<file path="config.mk">
export PLATFORM = sky130hd
export DESIGN_NAME = spi_master_mc
export DESIGN_NICKNAME = d
export VERILOG_FILES = /design/src/rtl/spi_master_mc.sv
export SDC_FILE = /design/constraint.sdc
export NUM_CORES = 1
export LEC_CHECK = 0
export BUFFER_PORTS_ARGS = -buffer_cell sky130_fd_sc_hd__buf_2
export CAP_MARGIN = 10
export CORE_MARGIN = 4
export CORE_UTILIZATION = 50
export DETAILED_ROUTE_END_ITERATION = 8
export HOLD_SLACK_MARGIN = 0.06
export PLACE_DENSITY = 0.7
export SYNTH_ARGS = -nofsm -noshare
export SYNTH_HDL_FRONTEND = slang
export SYNTH_SLANG_ARGS = --single-unit
export TNS_END_PERCENT = 30
</file>
<file path="constraint.sdc">
create_clock -name iClk -period 3.5 [get_ports iClk]
set_clock_uncertainty 0.05 [all_clocks]
set_input_delay 0.175 -clock iClk [delete_from_list [all_inputs] [get_ports iClk]]
set_output_delay 0.175 -clock iClk [all_outputs]
set_load 0.1 [all_outputs]
</file>
<file path="src/rtl/spi_master_mc.sv">
// spi_master_mc: SPI master with a 4-word memory-mapped slave port.
// Programmable frame length, CPOL/CPHA, bit order, SCLK divider, chip select and CS hold.
// Optional feature macro SPI_MASTER_IRQ_EN adds the oIrq port and CTRL[11] IRQ_EN.
module spi_master_mc #(
    parameter int DATA_W  = 16,
    parameter int NUM_CS  = 4,
    parameter int DIV_W   = 8,
    parameter int DIV_RST = 4
) (
    input  logic              iClk,
    input  logic              iReset_n,
    input  logic              iChipSelect_n,
    input  logic              iWrite,
    input  logic              iRead,
    input  logic [1:0]        iAddress,
    input  logic [31:0]       iData,
    output logic [31:0]       oData,
    output logic              w_SPI_Clk,
    output logic              w_SPI_MOSI,
    input  logic              w_SPI_MISO,
    output logic [NUM_CS-1:0] w_SPI_NSS
`ifdef SPI_MASTER_IRQ_EN
    ,
    output logic              oIrq
`endif
);

    localparam int         IDX_W   = (DATA_W > 1) ? $clog2(DATA_W) : 1;
    localparam logic [4:0] LEN_MAX = 5'(DATA_W - 1);
`ifdef SPI_MASTER_IRQ_EN
    localparam int         CTRL_W  = 12;
`else
    localparam int         CTRL_W  = 11;
`endif

    typedef enum logic [1:0] {IDLE, SETUP, XFER, HOLD} state_t;
    state_t state, state_nxt;

    // Bus-visible registers
    logic [CTRL_W-1:0] ctrl;
    logic [DIV_W-1:0]  div_r;
    logic [DATA_W-1:0] rx_data;
    logic              rxv, txovr, rxovr;

    // Per-frame shadow copies so CTRL/DIV writes during a frame only affect the next one
    logic              cpha_s, lsb_s, hold_s;
    logic [4:0]        len_s;
    logic [DIV_W-1:0]  div_s;
    logic [DATA_W-1:0] tx_s, rx_sh;

    // Timing: half-period counter, SCLK edge counter, current bit number
    logic [DIV_W-1:0]  cnt;
    logic [5:0]        edge_cnt;
    logic [4:0]        bit_k, bit_k1;

    logic              wr, rd, wr_tx, start, tick, edge_ev, leading, last_edge, frame_done;
    logic [4:0]        len_cl, pos_first, pos_cur, pos_nxt;
    logic [NUM_CS-1:0] nss_dec;
    logic [31:0]       rdata;

    assign wr         = ~iChipSelect_n & iWrite;
    assign rd         = ~iChipSelect_n & iRead & ~iWrite;   // a simultaneous write wins
    assign wr_tx      = wr && (iAddress == 2'd0);
    assign start      = wr_tx && (state == IDLE);
    assign tick       = (cnt == div_s);
    assign edge_ev    = tick && ((state == SETUP) || (state == XFER));
    assign leading    = ~edge_cnt[0];
    assign last_edge  = (edge_cnt == {len_s, 1'b1});
    assign frame_done = tick && (state == HOLD);

    // Frame length is clamped to the shift register width; bit position depends on bit order
    assign len_cl    = (ctrl[7:3] > LEN_MAX) ? LEN_MAX : ctrl[7:3];
    assign pos_first = ctrl[2] ? 5'd0 : len_cl;
    assign bit_k1    = bit_k + 5'd1;
    assign pos_cur   = lsb_s ? bit_k  : len_s - bit_k;
    assign pos_nxt   = lsb_s ? bit_k1 : len_s - bit_k1;

    // One-hot active-low select decode; an out-of-range index selects nothing
    always_comb begin
        // NOTE: every combinational output gets a default first, so no path can infer a latch.
        nss_dec = '1;
        for (int i = 0; i < NUM_CS; i++)
            if (ctrl[9:8] == 2'(i)) nss_dec[i] = 1'b0;
    end

    // State register
    always_ff @(posedge iClk or negedge iReset_n) begin
        // NOTE: sequential state uses non-blocking assignments so all flops update together.
        if (!iReset_n) state <= IDLE;
        else           state <= state_nxt;
    end

    // Next-state logic: SETUP and HOLD last one half-period, XFER ends on the last SCLK edge
    always_comb begin
        state_nxt = state;
        case (state)
            IDLE:    if (start) state_nxt = SETUP;
            SETUP:   if (tick) state_nxt = XFER;
            XFER:    if (tick && last_edge) state_nxt = HOLD;
            HOLD:    if (tick) state_nxt = IDLE;
            default: state_nxt = IDLE;
        endcase
    end

    // Serial engine: shadows, divider, SCLK edges, MOSI shifting, MISO sampling, selects
    always_ff @(posedge iClk or negedge iReset_n) begin
        if (!iReset_n) begin
            cpha_s <= 1'b0; lsb_s <= 1'b0; hold_s <= 1'b0; len_s <= '0; div_s <= '0;
            tx_s <= '0; rx_sh <= '0; cnt <= '0; edge_cnt <= '0; bit_k <= '0;
            w_SPI_Clk <= 1'b0; w_SPI_MOSI <= 1'b0; w_SPI_NSS <= '1;
        end else begin
            cnt <= ((state == IDLE) || tick) ? '0 : cnt + 1'b1;
            if (state == IDLE) w_SPI_Clk <= ctrl[0];
            if (start) begin
                cpha_s <= ctrl[1]; lsb_s <= ctrl[2]; len_s <= len_cl; hold_s <= ctrl[10];
                div_s <= div_r; tx_s <= iData[DATA_W-1:0]; rx_sh <= '0;
                edge_cnt <= '0; bit_k <= '0; w_SPI_NSS <= nss_dec;
                if (!ctrl[1]) w_SPI_MOSI <= iData[pos_first];
            end
            if (edge_ev) begin
                w_SPI_Clk <= ~w_SPI_Clk;
                edge_cnt  <= edge_cnt + 6'd1;
                if (leading) begin
                    if (cpha_s) w_SPI_MOSI <= tx_s[pos_cur[IDX_W-1:0]];
                    else        rx_sh[pos_cur[IDX_W-1:0]] <= w_SPI_MISO;
                end else begin
                    bit_k <= bit_k1;
                    if (cpha_s)         rx_sh[pos_cur[IDX_W-1:0]] <= w_SPI_MISO;
                    else if (!last_edge) w_SPI_MOSI <= tx_s[pos_nxt[IDX_W-1:0]];
                end
            end
            if (frame_done && !hold_s) w_SPI_NSS <= '1;
        end
    end

    // Read mux; unused bits read as zero
    always_comb begin
        rdata = '0;
        case (iAddress)
            2'd0: rdata[DATA_W-1:0] = rx_data;
            2'd1: rdata[CTRL_W-1:0] = ctrl;
            2'd2: rdata[DIV_W-1:0]  = div_r;
            2'd3: rdata[3:0]        = {rxovr, txovr, rxv, (state != IDLE)};
            default: rdata = '0;
        endcase
    end

    // Register file, sticky flags and registered read data
    always_ff @(posedge iClk or negedge iReset_n) begin
        if (!iReset_n) begin
            ctrl <= '0; div_r <= DIV_W'(DIV_RST); rx_data <= '0;
            rxv <= 1'b0; txovr <= 1'b0; rxovr <= 1'b0; oData <= '0;
        end else begin
            if (wr && iAddress == 2'd1) ctrl  <= iData[CTRL_W-1:0];
            if (wr && iAddress == 2'd2) div_r <= iData[DIV_W-1:0];
            if (rd) oData <= rdata;
            if (frame_done) rx_data <= rx_sh;

            if (frame_done)                        rxv <= 1'b1;   // set beats a same-cycle read
            else if (rd && iAddress == 2'd0)       rxv <= 1'b0;

            if (wr_tx && state != IDLE)            txovr <= 1'b1;
            else if (wr && iAddress == 2'd3 && iData[2]) txovr <= 1'b0;

            if (frame_done && rxv)                 rxovr <= 1'b1;
            else if (wr && iAddress == 2'd3 && iData[3]) rxovr <= 1'b0;
        end
    end

`ifdef SPI_MASTER_IRQ_EN
    // Registered interrupt: enabled OR of the sticky flags
    always_ff @(posedge iClk or negedge iReset_n) begin
        if (!iReset_n) oIrq <= 1'b0;
        else           oIrq <= ctrl[11] & (rxv | txovr | rxovr);
    end
`endif

endmodule

</file>
==> results of run 1 <==
[placed cells by master (no fill, tap or decap), drive strengths merged, types with 4 or more instances in the layout]
cell type,instances
a31o,16
and2,5
mux2,40
nor2,32
mux4,10
dfstp,5
nand3,19
ha,13
o21ai,35
dfrtp,123
conb,16
nor2b,8
dlygate4sd3,17
nor3,4
xor2,12
a21oi,28
mux2i,23
buf,56
o31ai,5
xnor2,14
clkinv,4
clkbuf,23
inv,15
nand2,142
[layer usage]
| layer | GRT usage [%] | routed length (um) | up-vias |
|---|---|---|---|
| li1 | - | - | 2346 |
| met1 | 31.90 | 7056 | 2501 |
| met2 | 34.49 | 7520 | 183 |
| met3 | 5.215 | 1079 | 19 |
| met4 | 6.159 | 211 | 0 |
| met5 | 0 | 0 | - |
[path summary, 6_finish.rpt]
path / from / to / slack [ns] / cells after the start
min in group asynchronous: iReset_n / rx_data[8] / 0.41 / 2
hold / removal: iAddress[1] / txovr / 0.18 / 2
max in group asynchronous: iReset_n / oData[0] / 2.06 / 3
setup / recovery: bit_k[0] / w_SPI_MOSI / 0.32 / 8
setup reg to reg: bit_k[0] / w_SPI_MOSI / 0.32 / 8
hold reg to reg: oData[13] / oData[13] / 0.42 / 2
[logic make-up after synthesis]
family	after synthesis	synth area share (%)
buf+inv	65	4.623
compound gates	109	10.49
mux	73	13.61
simple gates	236	16.56
flops	128	48.21
other cells	1	0.05633
fa+ha+maj	15	3.045
xor+xnor	26	3.420
[report_power, final]
part | switching, W | internal, W | total [W]
combinational | 0.00196 | 0.00121 | 0.00317
sequential | 0.000476 | 0.00197 | 0.00245
clock | 0.000631 | 0.00112 | 0.00175
[layout make-up]
class | count | area share [%]
Inverter | 15 | 0.7258
Tap cell | 172 | 2.774
Sequential cell | 128 | 41.37
Timing Repair Buffer | 73 | 6.194
Clock buffer | 23 | 6.290
Multi-Input combinational cell | 475 | 41.27
Clock inverter | 9 | 1.371
[stage by stage]
stage	total power, W	util, %	hold WS, ns	setup slack, ns
after floorplan	0.004858	-	-0.1706	0.6132
after detailed placement	0.005593	54.53	0.3408	0.3888
after CTS	0.007380	60.49	0.1551	0.3764
after global routing	0.007814	60.49	0.1650	0.1596
final	0.007368	60.49	0.1784	0.3214
after global placement	0.005434	54.53	0.3314	0.4830
[sequential cells by signal, summed over array words and instances (netlist names), 2 cells and up]
signal / flops
oData: 16
rx_data: 16
rx_sh: 16
tx_s: 16
ctrl: 11
cnt: 8
div_r: 8
div_s: 8
edge_cnt: 6
len_s: 5
bit_k: 4
w_SPI_NSS: 4
state: 2
==> results.py, run 1 <==
metrics = {
    "pwr": {
        "power_density_mw_per_mm2": 949.8,
        "power.static_leakage_nw": 3.659,
        "vdd_drop_max_mv": 0.6223,
    },
    "synthesis": {
        "synth-async-reset-ratio_pct": 100.0,
        "synthCells": 653,
        "synth_cell_types": 59,
        "synth_edf_count": 0,
        "ys_seq_area_share_pct": 48.21,
        "yosysMostFrequentCell": "nand2_1",
        "syn-mean-instance-area_um2": 10.20,
        "netlist_top_cells_count": "nand2_1 (142), dfrtp_1 (123), mux2_2 (40)",
        "synth_top_area_share_pct": 46.23,
        "synth-main-ff-cell": "dfrtp_1",
        "yosysWarnings": 0,
        "synth_area_leaders": "dfrtp_1 (46%), nand2_1 (8.0%), mux2_2 (6.8%)",
        "syn_area_mm2": 0.006658,
        "synth_top_area_cell": "dfrtp_1",
        "ys_ff_latch": 128,
    },
    "routing": {
        "ant_nets": 0,
        "drc_errors": 0,
        "vias": 5049,
        "drt_iter0_drc": 433,
        "drt-pass1-iter-count": 5,
        "wire_per_inst_um": 17.73,
        "routed_wirelength_mm": 15.87,
        "viasPerCell": 5.641,
    },
    "setup_path": {
        "startpoint_type": "flip-flop",
        "worstPathArrival_ns": 3.41,
        "crit_type": "flip-flop to flip-flop",
        "crit_buf_inv": 0,
        "crit_required_ns": 3.73,
        "critPathTopFamily": "compound AO/OA/AOI/OAI gates",
        "crit_top_cell": "mux2i_1",
        "crit_chain": "ha_1, fa_1, o21ai_1, mux4_2, mux2i_1, mux2i_1, a41oi_1, o311ai_1",
        "critPathCaptureType": "flip-flop",
        "slowest_stage": "o21ai_1",
        "worstPathMaxFanout": 8,
        "max_stage_delay_ns": 0.77,
    },
    "grt": {
        "grt_pass1_wl_mm": 25.85,
        "grt_pass1_vias": 4955,
        "grt_use_total_pct": 22.36,
        "grt_max_degree": 78,
        "antenna_found_initial": 0,
        "globalRouteOverflowTotal": 0,
    },
    "clock_network": {
        "cts_buffer_depth": 2,
        "clk_pin_slew_worst_paths_ns": 0.05,
        "cts_sinks": 128,
        "cts_tree": "yes",
        "cts_setup_buffers": 0,
        "clock_latency_ns": 0.42,
        "cts_resized": 0,
        "cts_buffers": 17,
        "h-tree-depth": 4,
        "cts-root-buf": "clkbuf_16",
        "cts_hold_buf": 17,
    },
    "placed_design": {
        "dp_hpwl_mm": 11.21,
        "port_buffers": 45,
        "place_congestion": 0.8847,
        "dpl.cell_count": 846,
        "place_area_mm2": 0.006993,
    },
    "floorplan": {
        "fp.dieW_um": 123.4,
        "initial_core_util_pct": 51.91,
        "die_area_mm2": 0.01523,
        "io_pins": 78,
        "core_mm2": 0.01282,
        "std_cell_rows": 41,
        "die_y_um": 123.4,
    },
    "final_layout": {
        "multi_input_area_mm2": 0.003202,
        "fin_area_mm2": 0.007757,
        "finalNetCount": 765,
        "fill_cells": 1064,
        "antenna_cells": 0,
        "regArea_mm2": 0.003209,
        "syn_to_final_growth_pct": 16.52,
        "drive_gt1_share_pct": 22.82,
        "fin_cells": 895,
    },
    "sta": {
        "max_freq_ghz": 0.3146,
        "fin_tns_setup_ns": 0,
        "rsz0062_at_grt": "false",
        "finalMaxSlewViolations": 0,
        "max_slew_margin_pct": 29.10,
        "setup_violations": 0,
        "post-route-min-period_ns": 3.179,
        "final.period_utilization_pct": 90.82,
        "worst_pin_slew_ns": 1.060,
        "final_hold_viol_count": 0,
    },
    "hold_path": {
        "hp-class": "primary input to flip-flop",
    },
    "flow_run": {
        "cap_viol_max_count": 0,
    },
    "run_status": {
        "status": "finished clean",
    },
}
(Power assumes the default switching activity.)
==> inputs of run 2 (changes only) <==
- REMOVE_ABC_BUFFERS: unset -> 1
==> run 2 against run 1 <==
Flip-flop and latch count unchanged. Combinational power about the same. Register-to-register slack improved by 0.096 ns. Count of clock-buffer cells in the layout decreased by 3. Cell area increased by 0.68%. Clock power increased by 13%. Critical path type unchanged.
==> results.py, run 2 (same netlist as run 1, synthesis figures left out) <==
metrics = {
    "clock_network": {
        "cts_tree": "yes",
        "clk_pin_slew_worst_paths_ns": 0.06,
        "cts-root-buf": "clkbuf_16",
        "h-tree-depth": 4,
        "cts_sinks": 128,
        "cts_setup_buffers": 0,
        "cts_hold_buf": 17,
        "cts_resized": 0,
        "clock_latency_ns": 0.42,
        "cts_buffer_depth": 2,
        "cts_buffers": 17,
    },
    "setup_path": {
        "startpoint_type": "flip-flop",
        "slowest_stage": "o21ai_1",
        "worstPathMaxFanout": 8,
        "worstPathArrival_ns": 3.34,
        "crit_buf_inv": 0,
        "crit_required_ns": 3.76,
        "critPathCaptureType": "flip-flop",
        "crit_chain": "ha_1, fa_1, o21ai_1, nor4b_4, a21oi_1, a31o_2",
        "critPathTopFamily": "compound AO/OA/AOI/OAI gates",
        "max_stage_delay_ns": 0.73,
        "crit_type": "flip-flop to flip-flop",
    },
    "grt": {
        "grt_max_degree": 62,
        "antenna_found_initial": 0,
        "grt_pass1_wl_mm": 25.74,
        "grt_pass1_vias": 4916,
        "grt_use_total_pct": 22.46,
        "globalRouteOverflowTotal": 0,
    },
    "floorplan": {
        "die_y_um": 123.4,
        "io_pins": 78,
        "core_mm2": 0.01282,
        "initial_core_util_pct": 51.91,
        "die_area_mm2": 0.01523,
        "std_cell_rows": 41,
        "fp.dieW_um": 123.4,
    },
    "pwr": {
        "p_sw_w": 0.003086,
        "intPower_w": 0.004473,
        "p_clk_share_pct": 26.1,
        "power_frac_comb_pct": 41.6,
        "power.static_leakage_nw": 3.687,
        "seq_power_share_pct": 32.3,
        "swShare_pct": 40.82,
        "power_density_mw_per_mm2": 967.9,
        "vdd_drop_max_mv": 0.6269,
    },
    "final_layout": {
        "final_cell_mix": "nand2_1 (142), dfrtp_1 (123), buf_2 (44)",
        "syn_to_final_growth_pct": 17.31,
        "multi_input_area_mm2": 0.003202,
        "drive_gt1_share_pct": 22.75,
        "layout_commonest_cell": "nand2_1",
        "regArea_mm2": 0.003209,
        "finalNetCount": 763,
        "fill_cells": 1064,
        "antenna_cells": 0,
    },
    "routing": {
        "drt-met1-wl_mm": 7.062,
        "vias": 4996,
        "viasPerCell": 5.595,
        "top_layer": "met4",
        "drt_iter0_drc": 314,
        "wire_per_inst_um": 17.74,
        "routed_wirelength_mm": 15.84,
        "ant_nets": 0,
        "wl_met3_um": 926,
        "drc_errors": 0,
        "drt-pass1-iter-count": 5,
        "wl_met2_mm": 7.526,
    },
    "sta": {
        "worst_pin_slew_ns": 1.037,
        "post-route-min-period_ns": 3.083,
        "finalMaxSlewViolations": 0,
        "fin_ws_ns": 0.4173,
        "max_slew_margin_pct": 30.59,
        "final.period_utilization_pct": 88.08,
        "whs_ns": 0.1754,
        "max_freq_ghz": 0.3244,
        "setup_violations": 0,
        "final_hold_viol_count": 0,
        "fin_tns_setup_ns": 0,
        "rsz0062_at_grt": "false",
    },
    "flow_run": {
        "cap_viol_max_count": 0,
    },
    "hold_path": {
        "hp-class": "primary input to flip-flop",
    },
    "placed_design": {
        "place_ws_ns": 0.4318,
        "port_buffers": 45,
        "place_congestion": 0.8387,
        "dp_hpwl_mm": 10.99,
    },
    "run_status": {
        "status": "finished clean",
    },
}
run 2: cell count changes in the layout (fill, tap and decap cells not counted), moves of 2 or more:
cell        before  now
clkinvlp_4       3    1
clkbuf_8         4    2
buf_4           12   10
bufinv_16        2    5
run 2: area by class of cell:
type	instances	share of cell area, %
clock buffers	20	5.847
clock inverters	12	2.627
inverters	15	0.7209
multi-input cells	475	41.00
flip-flops and latches	128	41.09
well taps	172	2.756
repair buffers	71	5.960
run 2: path summary, 6_finish.rpt:
path,cells after the start,startpoint,endpoint,slack [ns]
min reg2reg,2,oData[11],oData[11],0.42
max reg2reg,6,bit_k[0],rx_sh[11],0.42
min in group asynchronous,2,iReset_n,bit_k[3],0.33
max in group asynchronous,3,iReset_n,w_SPI_NSS[1],2.05
min,2,w_SPI_MISO,rx_sh[0],0.18
max,6,bit_k[0],rx_sh[11],0.42
run 2: power groups by stage:
stage,logic [W],clock network (W),registers (W)
2_1_floorplan,0.00200,0,0.00279
3_3_place_gp,0.00301,0,0.00242
3_5_place_dp,0.00310,0,0.00245
4_1_cts,0.00315,0.00200,0.00243
5_1_grt,0.00343,0.00207,0.00250
6_report,0.00315,0.00197,0.00244
run 2: per-layer routing:
metal | vias to the layer above | track usage (%)
met2 | 174 | 34.49
met4 | 0 | 8.304
met3 | 23 | 5.489
met1 | 2450 | 31.09
li1 | 2349 | -
met5 | - | 0
run 2: through the flow:
stage	cell area, um^2	util (%)	power [W]	cells
final	7810	60.90	0.007560	893
after global placement	6978	54.41	0.005434	844
after floorplan	6462	-	0.004790	618
after detailed placement	6978	54.41	0.005552	844
after global routing	7810	60.90	0.007998	893
after CTS	7810	60.90	0.007578	893
